==> src/rtl/sum_accumulator_if.sv <==
// sum_accumulator_if: sample-in / batch-out handshake bundle.
// master drives the sample and Out_ready, slave returns In_ready and the batch result.
// Ports (signals):
//   In_valid, Sum[3:0], Overflow, Out_ready  : master -> slave
//   In_ready, Out_valid, Acc[ACC_W-1:0],
//   Ovf_cnt[CNT_W-1:0], Acc_wrap             : slave -> master
interface sum_accumulator_if #(
    parameter int ACC_W = 8,
    parameter int CNT_W = 4
);
    logic             In_valid;
    logic [3:0]       Sum;
    logic             Overflow;
    logic             In_ready;
    logic             Out_valid;
    logic             Out_ready;
    logic [ACC_W-1:0] Acc;
    logic [CNT_W-1:0] Ovf_cnt;
    logic             Acc_wrap;

    modport master (
        output In_valid, Sum, Overflow, Out_ready,
        input  In_ready, Out_valid, Acc, Ovf_cnt, Acc_wrap
    );

    modport slave (
        input  In_valid, Sum, Overflow, Out_ready,
        output In_ready, Out_valid, Acc, Ovf_cnt, Acc_wrap
    );
endinterface

==> src/rtl/sum_accumulator.sv <==
// sum_accumulator: sums N_SAMPLES {Overflow,Sum} samples, counts overflowed
// samples, and holds the batch result until the consumer takes it.
// Ports: Clk, Reset_n (async active-low), Clr (sync batch clear),
//        bus (sum_accumulator_if.slave: sample in, batch result out).
// Build option: define ACC_SAT_EN to clamp Acc at all-ones instead of wrapping.
module sum_accumulator #(
    parameter int N_SAMPLES = 4,
    parameter int ACC_W     = 8,
    parameter int CNT_W     = 4
) (
    input  logic Clk,
    input  logic Reset_n,
    input  logic Clr,
    sum_accumulator_if.slave bus
);
    localparam int SC_W = $clog2(N_SAMPLES + 1);
    localparam logic [SC_W-1:0] LAST = SC_W'(N_SAMPLES - 1);

    if (N_SAMPLES < 2 || N_SAMPLES > 255) begin : g_bad_n
        $error("sum_accumulator: N_SAMPLES out of range 2..255");
    end
    if (ACC_W < 6 || ACC_W > 16) begin : g_bad_w
        $error("sum_accumulator: ACC_W out of range 6..16");
    end

    typedef enum logic {
        S_ACC,
        S_HOLD
    } state_t;

    state_t state;
    state_t state_nxt;

    logic [ACC_W-1:0] acc_q;
    logic [CNT_W-1:0] ovf_q;
    logic             wrap_q;
    logic [SC_W-1:0]  smp_q;

    logic             in_ready;
    logic             out_valid;
    logic             accept;
    logic             drain;
    logic             last;
    logic [ACC_W:0]   sample;
    logic [ACC_W:0]   sum_w;
    logic [ACC_W-1:0] acc_nxt;

    // A sample presented together with Clr is dropped, not accumulated.
    assign accept = bus.In_valid && in_ready && !Clr;
    assign drain  = out_valid && bus.Out_ready;
    assign last   = (smp_q == LAST);

    assign sample = {{(ACC_W - 4){1'b0}}, bus.Overflow, bus.Sum};
    assign sum_w  = {1'b0, acc_q} + sample;

`ifdef ACC_SAT_EN
    // Once clamped, adding zero keeps all-ones and any other value
    // carries again, so the clamp is self-sustaining for the batch.
    assign acc_nxt = sum_w[ACC_W] ? {ACC_W{1'b1}} : sum_w[ACC_W-1:0];
`else
    assign acc_nxt = sum_w[ACC_W-1:0];
`endif

    always_ff @(posedge Clk or negedge Reset_n) begin
        if (!Reset_n) begin
            state <= S_ACC;
        end else begin
            state <= state_nxt;
        end
    end

    always_comb begin
        state_nxt = state;
        if (Clr) begin
            state_nxt = S_ACC;
        end else begin
            unique case (state)
                S_ACC: begin
                    if (accept && last) begin
                        state_nxt = S_HOLD;
                    end
                end
                S_HOLD: begin
                    if (drain) begin
                        state_nxt = S_ACC;
                    end
                end
                default: state_nxt = S_ACC;
            endcase
        end
    end

    always_comb begin
        in_ready  = 1'b0;
        out_valid = 1'b0;
        unique case (state)
            S_ACC:   in_ready  = 1'b1;
            S_HOLD:  out_valid = 1'b1;
            default: in_ready  = 1'b0;
        endcase
    end

    always_ff @(posedge Clk or negedge Reset_n) begin
        if (!Reset_n) begin
            acc_q  <= '0;
            ovf_q  <= '0;
            wrap_q <= 1'b0;
            smp_q  <= '0;
        end else if (Clr || drain) begin
            acc_q  <= '0;
            ovf_q  <= '0;
            wrap_q <= 1'b0;
            smp_q  <= '0;
        end else if (accept) begin
            acc_q  <= acc_nxt;
            wrap_q <= wrap_q | sum_w[ACC_W];
            smp_q  <= smp_q + 1'b1;
            if (bus.Overflow && (ovf_q != {CNT_W{1'b1}})) begin
                ovf_q <= ovf_q + 1'b1;
            end
        end
    end

    assign bus.In_ready  = in_ready;
    assign bus.Out_valid = out_valid;
    assign bus.Acc       = acc_q;
    assign bus.Ovf_cnt   = ovf_q;
    assign bus.Acc_wrap  = wrap_q;
endmodule

==> src/flat_wrapper.sv <==
// flat-port wrapper written by rule: the top's interface ports become plain ports
module sum_accumulator_flat 
#(
    parameter int N_SAMPLES = 4,
    parameter int ACC_W     = 8,
    parameter int CNT_W     = 4
)
  (Clk, Reset_n, Clr, bus_In_valid, bus_Sum, bus_Overflow, bus_Out_ready, bus_In_ready, bus_Out_valid, bus_Acc, bus_Ovf_cnt, bus_Acc_wrap);
  sum_accumulator_if #(.ACC_W(ACC_W), .CNT_W(CNT_W)) bus_i ();
  input  logic Clk;
  input  logic Reset_n;
  input  logic Clr;
  input wire logic [$bits(bus_i.In_valid)-1:0] bus_In_valid;
  input wire logic [$bits(bus_i.Sum)-1:0] bus_Sum;
  input wire logic [$bits(bus_i.Overflow)-1:0] bus_Overflow;
  input wire logic [$bits(bus_i.Out_ready)-1:0] bus_Out_ready;
  output wire logic [$bits(bus_i.In_ready)-1:0] bus_In_ready;
  output wire logic [$bits(bus_i.Out_valid)-1:0] bus_Out_valid;
  output wire logic [$bits(bus_i.Acc)-1:0] bus_Acc;
  output wire logic [$bits(bus_i.Ovf_cnt)-1:0] bus_Ovf_cnt;
  output wire logic [$bits(bus_i.Acc_wrap)-1:0] bus_Acc_wrap;
  assign bus_i.In_valid = bus_In_valid;
  assign bus_i.Sum = bus_Sum;
  assign bus_i.Overflow = bus_Overflow;
  assign bus_i.Out_ready = bus_Out_ready;
  assign bus_In_ready = bus_i.In_ready;
  assign bus_Out_valid = bus_i.Out_valid;
  assign bus_Acc = bus_i.Acc;
  assign bus_Ovf_cnt = bus_i.Ovf_cnt;
  assign bus_Acc_wrap = bus_i.Acc_wrap;
  sum_accumulator #(.N_SAMPLES(N_SAMPLES), .ACC_W(ACC_W), .CNT_W(CNT_W)) u_core (.Clk(Clk), .Reset_n(Reset_n), .Clr(Clr), .bus(bus_i));
endmodule
==> config.mk <==
export PLATFORM = sky130hd
export DESIGN_NAME = sum_accumulator_flat
export DESIGN_NICKNAME = d
export VERILOG_FILES = /design/src/rtl/sum_accumulator_if.sv /design/src/rtl/sum_accumulator.sv /design/src/flat_wrapper.sv
export SDC_FILE = /design/constraint.sdc
export NUM_CORES = 1
export LEC_CHECK = 0
export ABC_AREA = 1
export BUFFER_PORTS_ARGS = -buffer_cell sky130_fd_sc_hd__buf_2
export CORE_UTILIZATION = 35
export CTS_BUF_LIST = sky130_fd_sc_hd__clkbuf_2 sky130_fd_sc_hd__clkbuf_4 sky130_fd_sc_hd__clkbuf_8
export CTS_CLUSTER_SIZE = 16
export DETAILED_ROUTE_END_ITERATION = 10
export HOLD_SLACK_MARGIN = 0.1
export PLACE_DENSITY = 0.53
export REMOVE_ABC_BUFFERS = 1
export SYNTH_ARGS = -nofsm -noshare
export SYNTH_HDL_FRONTEND = slang
export SYNTH_SLANG_ARGS = --single-unit
==> constraint.sdc <==
create_clock -name Clk -period 2.22 [get_ports Clk]
set_input_delay 0.111 -clock Clk [delete_from_list [all_inputs] [get_ports Clk]]
set_output_delay 0.111 -clock Clk [all_outputs]
set_load 0.02 [all_outputs]
# Yosys cells after proc, flatten, opt, wreduce, memory -nomap -nowiden
# Index checks and enable logic that the tools add are counted.
# word_totals
register_bits,17
word_cells,37
# op_classes
addsub,3
eq_ne,2
mux,15
bitwise_logic,2
reduce_logical,10
# ops
operator,n
two-way mux 8 bit,2
two-way mux 4 bit,3
adder 8 x 5 -> 9 bit,1
two-way mux 1 bit,7
two-way mux 3 bit,2
logical AND 1 bit,5
adder 4 x 1 -> 4 bit (second input constant),1
inequality test 4 bit (second input constant),1
nonzero test 2 bit,2
adder 3 x 1 -> 3 bit (second input constant),1
== test 3 x 2 -> 1 bit (second input constant),1
case mux 1 bit (2 select lines),1
AND reduction 2 bit,1
logical NOT 1 bit,1
logical OR 1 bit,1
inverter 1 bit,1
OR 1 bit,1

# Logic depth before layout (Yosys ltp)
# depth
ltp_word,7
depth_mapped,9

# Worst setup path before layout
# OpenSTA, ideal clock, no wires.
# synth_timing
path_type,flip-flop to flip-flop
start,"register u_core.acc_q[0], in the netlist u_core.bus.Acc[0]"
end,"register u_core.acc_q[6], in the netlist u_core.bus.Acc[6]"
arrival_ns,1.546
t_required_ns,2.102
slack_ns,0.556
path_stages_with_launch,9
n_path_buf,0
path_cell_list,dfrtp_1 ha_1 fa_1 nand2_1 nand2_1 nand3_1 nand2_1 a21oi_1 nor2_1
# synth_between
elab_chain_cells,3
# synth_rtl
element,line_no,text
"start, declared",sum_accumulator.sv:34,logic [ACC_W-1:0] acc_q;
"start signal, assigned",sum_accumulator.sv:115,acc_q <= acc_nxt;
adder 8 x 5 -> 9 bit,sum_accumulator.sv:54,"assign sum_w = {1'b0, acc_q} + sample;"
two-way mux 8 bit,sum_accumulator.sv:114,end else if (accept) begin
two-way mux 8 bit,sum_accumulator.sv:109,end else if (Clr || drain) begin
# No other way between the ends. The select of a mux whose other input is x is not followed.
# A chain may end at the register's enable or synchronous reset.

# Final worst setup path
# Ends and elaborated chain as after synthesis.

==> summary.txt <==
CTS
  • Htree depth: 1
  • Clock buffer depth: 2
  • Clock transition at the registers of the reported paths: 0.11 ns
  • Clock Latency Late Sink: ~0.29 ns
  • CTS buffer count: 3
  • # Post-CTS Setup Buffers: 0
  • Clock root buffer: clkbuf_4
  • Post-CTS sizing: 0
  • CTS tree: built
  • # hold bufs at CTS: 2
  • CTS sink count: 17

Critical path
  • Worst path depth: 8
  • WP buf/inv: 0
  • Worst R2R Start: u_core.bus.Acc[0]
  • FF-to-FF setup slack: 0.53 ns
  • CP Max Fanout: 3
  • WS Path Type: flip-flop to flip-flop
  • Critical path's most frequent cell: nand2_1
  • Critical Path RT: 2.42 ns
  • Slowest cell delay on critical path: 0.41 ns
  • CP max-delay cell: dfrtp_1
  • CP Capture Type: flip-flop
  • Worst EP arrival: around 1.9 ns
  • Worst setup SP type: flip-flop
  • Register-to-Register Path Depth: 8
  • CP delay by family, top: adder cells
  • R2R Path End: u_core.bus.Acc[6]
  • Critical Path End: u_core.bus.Acc[6]
  • CP cell instances: ha_1 > fa_1 > nand2_1 > nand2_1 > nand3_1 > nand2_1 > a21oi_1 > nor2_1
  • Crit path from: u_core.bus.Acc[0]

STA
  • Final Hold Vio Count: 0
  • Final setup fails: 0
  • Post-route minimum period: ~1.7 ns
  • Max-slew violation count: 0
  • Final period util: 0.760
  • Clock Skews: 0.00450 ns
  • Setup TNS Final: 0 ns
  • Slew @ Worst Pin: 0.405 ns
  • Fmax: 0.593 GHz
  • Hold WS: 0.126 ns
  • Slew headroom: 0.730
  • RSZ-0062 raised after global routing: false

Die
  • Die Area: 3170 sq um
  • Row cnt: 19
  • Core Box Area: 2780 sq um
  • I/O pins: 25
  • Die X: 56.3 microns
  • Starting Density: 0.371
  • Die H: 56.3 microns

Layout
  • Area occupied by multi-input gates: 543 sq um
  • FF+latch area: 425 sq um
  • Final #Nets: 176
  • Layout cell share with drive strength beyond 1: 0.237
  • ANT cells: 0
  • FILL cells: 281
  • Synthesis-to-layout area growth: 19.6%

Logic synthesis
  • Synth Area in Compound Gates: 0.102
  • Post-synth top area share: 0.412
  • Seq/Total Area, Yosys: 0.412
  • Count leader, synth: nand2_1
  • Seq cells post-synth: 17
  • Avg Inst Size Synth: 8.19 sq um
  • Post-Synth Adder-Cell Area: 0.116
  • Post-synth EDFFs: 0
  • Post-Syn Instances: about 130
  • Commonest cells post-synth: 25 x nand2_1, 19 x nor2_1, 17 x dfrtp_1
  • Largest family of logic cells by synthesized area: simple AND/OR/NAND/NOR gates
  • Mapped Area: 1030 sq um
  • Post-synthesis mux area share: 0
  • Fraction of registers with async set/reset: 1.00
  • Top FF cell, synth: dfrtp_1
  • Yosys top cell by area: dfrtp_1
  • Library cells used by synthesis: 25
  • Simple-gate share of the synthesized area: 0.274
  • Area contributors post-synth: dfrtp_1 41%, ha_1 9.7%, nand2_1 9.1%
  • Synth warn: 0
  • XOR/XNOR Fraction of Synth Area: 0.0339

Placed design
  • Port Buffers: 24
  • DP HPWL: approximately 1.7 mm
  • RePlAce Congestion: 0.827

Global route
  • Number of global-route vias before repair: 830
  • Initial antenna violation count: 0
  • Pin count of the biggest net entering global routing: 18
  • GRT overflow: 0
  • First-pass GRT wire length: 3.79 mm
  • Gr usage total: 0.155

Detailed routing
  • ANT nets after route: 0
  • Drt via density: 4.87
  • Final WL: 2.18 mm
  • Routed WL per cell: 11.7 microns
  • TritonRoute pass-1 iters: 4
  • Via count: 910
  • Starting DRT DRC Count: 30
  • DRC: 0

Power and ir drop
  • PwrDens: 556 nW/um^2
  • VDD IR max: 312 uV
  • Leak: 0.668 nW

Run status
  • Run status: finished, final reports clean

Flow run
  • MaxCap Viol Count: 0

Hold path
  • Min-delay worst type: input pin to flip-flop
cell usage in the layout (no fill, tap or decap):
master and instances:
o22ai_1 1, dlygate4sd3_1 2, o21ai_1 2, a21oi_4 1, nor2_1 19, nand3_1 10, fa_1 1, dfrtp_1 17
nand4_1 2, xor2_1 3, nor2_4 1, o21bai_1 1, a21oi_1 8, nand2_1 25, inv_1 12, o21ai_0 5
inv_2 2, clkbuf_4 3, nand2_2 1, buf_2 24, nor3_1 1, nor2_2 1, clkinv_2 1, buf_4 1
or2_2 1, xnor2_1 1, nand3b_1 1, ha_1 8, nand4_2 1
worst min path at each step:
stage | from | to | slack, ns | cells past startpoint
detailed placement | Reset_n | u_core.bus.Acc[6] | 0.06 | 1
finish | bus_Out_ready | u_core.bus.Acc[7] | 0.13 | 4
global route | bus_Out_ready | u_core.bus.Acc[7] | 0.12 | 4
floorplan | Reset_n | u_core.bus.Acc[0] | -0.18 | 0
CTS | bus_Out_ready | u_core.bus.Acc[5] | 0.11 | 4
global placement | Reset_n | u_core.bus.Acc[7] | 0.07 | 1
tightest hold or removal path, cell delays in order:
cell and delay, ns:
buf_2 0.10, a21oi_4 0.09, nand2_1 0.07, nor2_1 0.03
cell families (layout without fill, tap and decap cells):
family,Yosys count,in the layout
xor+xnor,4,4
flops,17,17
fa+ha+maj,9,9
buf+inv,15,45
compound gates,18,18
simple gates,63,63
flip-flops by register name, indices dropped and copies added, names as in the netlist:
| register | flops |
|---|---|
| u_core.state | 1 |
| u_core.bus.Acc | 8 |
| u_core.bus.Ovf_cnt | 4 |
| u_core.smp_q | 3 |
| u_core.bus.Acc_wrap | 1 |
layout make-up:
cell class,instances,area share
multi-input combinational,94,0.440
sequential,17,0.344
timing repair buffer,27,0.120
inverter,14,0.0426
tap,31,0.0314
clock buffer,3,0.0182
clock inverter,1,0.00405
per-stage QoR:
stage | power [mW] | utilization | worst slack [ns] | cell area, sq um | instances
floorplan | 0.461 | - | 0.556 | 1020 | 125
global placement | 0.516 | 0.427 | 0.610 | 1190 | 181
detailed placement | 0.515 | 0.427 | 0.543 | 1190 | 181
CTS | 0.699 | 0.444 | 0.532 | 1230 | 187
global route | 0.739 | 0.444 | 0.346 | 1230 | 187
finish | 0.686 | 0.444 | 0.532 | 1230 | 187
layer usage:
layer | global-route usage | vias to the layer above | part of all wire
li1 | - | 475 | -
met1 | 0.220 | 408 | 0.52
met2 | 0.221 | 23 | 0.42
met3 | 0.0438 | 4 | 0.039
met4 | 0.0662 | 0 | 0.020
met5 | 0 | - | 0
power breakdown:
group / leakage (nW) / internal (mW) / switching (mW) / total, mW
logic: 0.420 / 0.0642 / 0.104 / 0.168
registers: 0.230 / 0.327 / 0.0160 / 0.343
clock network: 0.0177 / 0.0670 / 0.108 / 0.175
Note: power is estimated with default switching activity, not from simulation.
